## src/rtl/sub_16bit_serial.sv

```systemverilog
// sub_16bit_serial: bit-serial 16-bit subtractor (A - B, LSB first) with borrow, overflow and zero flags
// Ports:
//   clk, rst_n       clock, asynchronous active-low reset
//   start            request, accepted only while not busy
//   A, B             minuend / subtrahend, captured on the accepting edge
//   busy, done       operation in progress / one-cycle result-posted pulse
//   result           A - B mod 2^16, held between operations
//   borrow_out       1 iff A < B unsigned
//   overflow         signed overflow of A - B
//   zero             1 iff result == 0
module sub_16bit_serial (
    input  logic        clk,
    input  logic        rst_n,
    input  logic        start,
    input  logic [15:0] A,
    input  logic [15:0] B,
    output logic        busy,
    output logic        done,
    output logic [15:0] result,
    output logic        borrow_out,
    output logic        overflow,
    output logic        zero
);
    typedef enum logic [1:0] {IDLE, SHIFT, DONE} state_t;
    state_t state, next;
    logic [15:0] a_sh, b_sh, r_sh, r_fin;
    logic [3:0] cnt;
    logic br, br_next, d, a15, b15, accept, last;
    always_comb begin
        d       = a_sh[0] ^ b_sh[0] ^ br;
        br_next = (~a_sh[0] & b_sh[0]) | (~(a_sh[0] ^ b_sh[0]) & br);
        r_fin   = {d, r_sh[15:1]};
        accept  = (state != SHIFT) && start;
        last    = (state == SHIFT) && (cnt == 4'd15);
        next    = state;
        case (state)
            IDLE:    next = start ? SHIFT : IDLE;
            SHIFT:   next = last ? DONE : SHIFT;
            DONE:    next = start ? SHIFT : IDLE;
            default: next = IDLE;
        endcase
    end
    // busy/done are flops loaded from the next state, so they never see start combinationally
    always_ff @(posedge clk or negedge rst_n) begin
        if (!rst_n) begin
            state <= IDLE;
            busy  <= 1'b0;
            done  <= 1'b0;
        end else begin
            state <= next;
            busy  <= (next == SHIFT);
            done  <= (next == DONE);
        end
    end
    always_ff @(posedge clk or negedge rst_n) begin
        if (!rst_n) begin
            a_sh       <= '0;
            b_sh       <= '0;
            r_sh       <= '0;
            cnt        <= '0;
            br         <= 1'b0;
            a15        <= 1'b0;
            b15        <= 1'b0;
            result     <= '0;
            borrow_out <= 1'b0;
            overflow   <= 1'b0;
            zero       <= 1'b1;
        end else if (accept) begin
            a_sh <= A;
            b_sh <= B;
            r_sh <= '0;
            cnt  <= '0;
            br   <= 1'b0;
            a15  <= A[15];
            b15  <= B[15];
        end else if (state == SHIFT) begin
            a_sh <= a_sh >> 1;
            b_sh <= b_sh >> 1;
            r_sh <= r_fin;
            br   <= br_next;
            cnt  <= cnt + 4'd1;
            // sign bits are kept aside because a_sh/b_sh are consumed by the shift
            if (last) begin
                result     <= r_fin;
                borrow_out <= br_next;
                overflow   <= (a15 != b15) && (r_fin[15] != a15);
                zero       <= (r_fin == 16'h0000);
            end
        end
    end
endmodule

```

## config.mk

```make
export PLATFORM = sky130hd
export DESIGN_NAME = sub_16bit_serial
export DESIGN_NICKNAME = d
export VERILOG_FILES = /design/src/rtl/sub_16bit_serial.sv
export SDC_FILE = /design/constraint.sdc
export NUM_CORES = 1
export LEC_CHECK = 0
export ABC_AREA = 1
export BUFFER_PORTS_ARGS = -buffer_cell sky130_fd_sc_hd__buf_4
export CAP_MARGIN = 20
export CORE_ASPECT_RATIO = 1.25
export CORE_MARGIN = 2
export CORE_UTILIZATION = 45
export DETAILED_ROUTE_END_ITERATION = 8
export PLACE_DENSITY = 0.69
export SLEW_MARGIN = 20
export SYNTH_ARGS = -nofsm -noshare
export SYNTH_HDL_FRONTEND = slang
export SYNTH_SLANG_ARGS = --single-unit
```

## constraint.sdc

```tcl
create_clock -name clk -period 1.3 [get_ports clk]
set_input_delay 0.13 -clock clk [delete_from_list [all_inputs] [get_ports clk]]
set_output_delay 0.13 -clock clk [all_outputs]
set_load 0.01 [all_outputs]
```

Yosys cells after proc, flatten, opt, wreduce, memory -nomap -nowiden
Index checks and enable logic that the tools add are counted.

operators by class
  eq/ne operators = 8
  reduce and logical (&&, ||, !) cells = 8
  multiplexer cells = 13
  add/subtract/negate cells = 1
  bitwise operators = 8

operators with widths
  kind                 count
  $mux 16              6
  $logic_not 16->1     1
  $mux 4               2
  $add 4x1->4 const B  1
  $eq 2x1->1 const B   2
  $eq 2x2->1 const B   2
  $eq 4x4->1 const B   1
  $pmux 2 s2           1
  $logic_and 1x1->1    3
  $mux 1               3
  $not 1->1            3
  $reduce_and 3->1     1
  $and 1x1->1          2
  $logic_not 2->1      1
  $mux 2               1
  $ne 1x1->1           2
  $ne 2x1->1 const B   1
  $reduce_bool 2->1    1
  $reduce_or 2->1      1
  $xor 1x1->1          2
  $or 1x1->1           1

word-level totals
  output and inout bits = 21
  word-level logic and storage cells = 52
  flip-flop bits (word level) = 78
  input port bits = 35

Longest topological paths before layout
  depth in word-level cells = 6
  depth in mapped cells = 7
  mapped depth without buffers = 7

Worst setup path before layout
OpenSTA, ideal clock, no wires.

  path kind = flip-flop to flip-flop
  from = reg a_sh[0]
  to = reg overflow
  required time = 1.183 ns
  slack = -0.037 ns
  arrival = 1.220 ns
  stages on the path, launching flop included = 7
  buffers on the path = 0
  library setup time = 0.117 ns
  path through = dfrtp_1 -> fa_1 -> inv_1 -> nand3_1 -> nand2_1 -> nand2_1 -> nand2_1

between the ends
  word-level cells in the longest chain between the ends = 4

ends and longest elaborated chain
  element                    RTL line  text
  start, declared            26        logic [15:0] a_sh, b_sh, r_sh, r_fin;
  start signal, assigned     77        a_sh <= a_sh >> 1;
  $xor 1x1->1 (2 in series)  30        d = a_sh[0] ^ b_sh[0] ^ br;
  named net d                28        logic br, br_next, d, a15, b15, accept, last;
  $ne 1x1->1                 86        overflow <= (a15 != b15) && (r_fin[15] != a15);
  $logic_and 1x1->1          86
  end signal, assigned       86
  end, declared              21        output logic overflow,

The timed path passes the listed nets, and every way through them passes these cells.
A chain may end at the register's enable or synchronous reset.

Worst setup path after layout
  from = reg br
  to = reg result[15]

between the ends
  word-level cells in the longest chain between the ends = 1

ends and longest elaborated chain
  element                 RTL line  text
  start, declared         28
  start signal, assigned  80        br <= br_next;
  $xor 1x1->1             30
  named net d             28
  end signal, assigned    84        result <= r_fin;
  end, declared           19        output logic [15:0] result,

The timed path passes the listed nets, and every way through them passes these cells.

==> flow_summary_export.csv <==
group,metric,value,unit
placed_design,dp_hpwl,4.39,mm
sta,max_slew_margin,71.3,%
sta,hold_slack,0.0174,ns
logic_synthesis,synth_area_leaders,"dfrtp_1 58%, nand2_1 15%, nand3_1 4.7%",
grt,grt-ovfl-total,0,
critical_path,r2r_cells,5,
sta,setup_slack,-0.0302,ns
floorplan,die_w,80.6,um
route,routed_wl,6.96,mm
sta,worst_slew_pin_slew,0.429,ns
grt,grt_use_total,19.0,%
sta,fmax,0.752,GHz
min_path,min_path_cells,3,
floorplan,dieArea,8030,um2
placed_design,io_buffers,55,
sta,rsz0062_at_grt,"yes",
logic_synthesis,synthesis.nets,384,
finish,layout.nets,487,
clocking,cts-root-buf,"clkbuf_8",
logic_synthesis,syn_area,3300,um2
power_and_ir_drop,p_per_area,2220,nW/um2
min_path,hp-class,"in -> reg",
finish,instances_no_fill,545,
clocking,tritoncts,"yes",
sta,period_share,102,%
power_and_ir_drop,p_leak,2.19,nW
logic_synthesis,ys_async_sr_fraction,100,%
logic_synthesis,synth-seq-cells,77,
critical_path,path_max_fanout,3,
floorplan,placementRows,34,
route,dr.first_iter.drc_count,132,
clocking,htreeDepth,3,
logic_synthesis,yosysSeqAreaShare,58.5,%
route,drc,0,
critical_path,worst_setup_path_end_kind,"register",
run,drv_cap,0,
grt,grt_pass1_wl,11.7,mm
critical_path,reg2reg_from,"br$_DFFE_PN0P_",
placed_design,dp_cells,497,
finish,area_growth,34.4,%
power_and_ir_drop,ir_worst_vdd,1.26,mV
logic_synthesis,yosysMostFrequentCell,"nand2_1",
clocking,insertion_delay,0.36,ns
floorplan,chipHeight,99.7,um
logic_synthesis,syn_area_per_cell,9.50,um2
clocking,cts_inserted_buffers,9,
sta,fin_worst_skew,0.0123,ns
logic_synthesis,syn-instance-count,347,
floorplan,start_util,47.0,%
critical_path,critical_path_required,1.59,ns
critical_path,reg2reg_slack,-0.03,ns
grt,grt_max_degree,28,
floorplan,ios,56,
min_path,hold_path_end,"a_sh[0]$_DFFE_PN0P_",
floorplan,coreArea,7020,um2
clocking,clk_path_buf_depth,2,
route,vias_per_cell,4.86,
sta,setup_viol,3,
route,num_vias,2650,
grt,grt_pass1_vias,2502,
route,firstDrtPassIters,4,
finish,drive_gt1_share,28.4,%
logic_synthesis,synth_edf_count,0,
finish,antenna_cells,0,
clocking,clkTransAtPathRegs,0.09,ns
sta,setup-tns-final,-0.0687,ns
critical_path,critPathLaunchType,"register",
grt,antenna_found_initial,0,
critical_path,crit_arrival,1.62,ns
logic_synthesis,synth.top_cell.area_share,57.7,%
route,ant_nets,0,
status,status,"finished, violations left",
logic_synthesis,yosys_warnings,0,
status,violations,"setup timing",
logic_synthesis,synth_commonest_cells,"132 x nand2_1, 76 x dfrtp_1, 31 x nand3_1",
min_path,timing.hold.worst.start,"A[0]",
logic_synthesis,synth.largest_area_cell,"dfrtp_1",
critical_path,crit_path_start,"br$_DFFE_PN0P_",
critical_path,crit_path_max_incr_delay,0.60,ns
placed_design,place.gp.congestion,0.742,
sta,fin_crit,1.33,ns
critical_path,critPathSlowestCell,"fa_2",
critical_path,cpMostUsedCell,"inv_2",
logic_synthesis,synth_cell_types,25,
sta,finalMaxSlewViolations,0,
clocking,clock_sink_count,77,
critical_path,worstReg2RegEnd,"result[15]$_DFFE_PN0P_",
critical_path,worstPathCellList,"inv_2 -> fa_2 -> inv_2 -> buf_4 -> o21ai_2",
critical_path,critPathKind,"reg -> reg",
route,wl_per_cell,12.8,um
sta,hold_viol,0,
logic_synthesis,ys.flop_type,"dfrtp_1",
## what timing repair did
action / 4_1_cts / 5_1_grt
gates cloned: 1 / 0
setup endpoints to repair: 33 / 51
hold endpoints to repair: 51 / 0
pin swaps: 4 / 1
hold buffers: 28 / 0
buffers inserted: 1 / 2
gates resized for setup: 4 / 9
## registers in the layout, summed over array words and instances (netlist names)
name        flops
result         16
b_sh           16
cnt             4
state           2
done            1
br              1
a_sh           16
r_sh           15
busy            1
a15             1
overflow        1
zero            1
borrow_out      1
b15             1
## power breakdown
group          switching [mW]  internal, mW
Sequential              0.585          3.44
Combinational            2.10          1.86
Clock                   0.957         0.913
## cell families (layout without fill, tap and decap cells)
group                    count (synthesis)  after routing  share of synthesized area, %
adder cells (fa/ha/maj)                  2              2                         0.986
AND/OR/NAND/NOR                        184            185                          23.8
buffers and inverters                   42            149                          7.85
AO/OA/AOI/OAI                           42             42                          8.91
flip-flops                              77             77                          58.5
## cells in the final DEF (no fill, tap or decap), drive strengths merged
cell type / netlist / layout
a21oi: 2 / 2
buf: 15 / 78
bufinv: 0 / 1
clkbuf: 0 / 9
clkinvlp: 0 / 2
dfrtp: 76 / 76
dfstp: 1 / 1
dlygate4sd3: 0 / 28
fa: 1 / 1
ha: 1 / 1
inv: 27 / 31
nand2: 135 / 135
nand3: 32 / 32
nor2: 17 / 18
o211ai: 2 / 2
o21ai: 23 / 23
o22ai: 15 / 15
## worst max path at each step
| stage | slack, ns | cells past startpoint | to |
|---|---|---|---|
| detailed placement | -0.06 | 7 | zero$_DFFE_PN1P_ |
| finish | -0.03 | 5 | result[15]$_DFFE_PN0P_ |
| global route | -0.09 | 7 | overflow$_DFFE_PN0P_ |
| CTS | -0.05 | 7 | overflow$_DFFE_PN0P_ |
| global placement | -0.03 | 7 | overflow$_DFFE_PN0P_ |
| floorplan | 0.006 | 7 | overflow$_DFFE_PN0P_ |
## layer usage
metal	global-route usage, %	routed length (um)
met5	0	0
met1	24.8	3070
met2	30.7	3470
met4	8.60	136
met3	3.45	280
## worst max-delay path, delay by kind of cell (launching register included)
| family | cells | cell delay [ns] |
|---|---|---|
| adder cells (fa/ha/maj) | 1 | 0.60 |
| flip-flops | 1 | 0.34 |
| buffers and inverters | 3 | 0.24 |
| AO/OA/AOI/OAI | 1 | 0.11 |
## area by class of cell
cell class                 count  area [um2]
clock buffer                   9         124
fill                         610        2590
multi-input combinational    229        1150
tap                           90         113
inverter                      27         111
timing repair buffer         106         923
sequential                    77        1930
clock inverter                 7        80.1
## through the flow
stage / cell area (um2) / setup slack [ns] / util (%) / power (mW)
floorplan: 3300 / 0.00638 / - / 6.49
global placement: 3870 / -0.0308 / 55.2 / 7.64
detailed placement: 3870 / -0.0586 / 55.2 / 7.76
CTS: 4380 / -0.0534 / 62.4 / 9.77
global route: 4430 / -0.0903 / 63.2 / 10.6
finish: 4430 / -0.0302 / 63.2 / 9.86
Power figures use the tool's default switching activity.
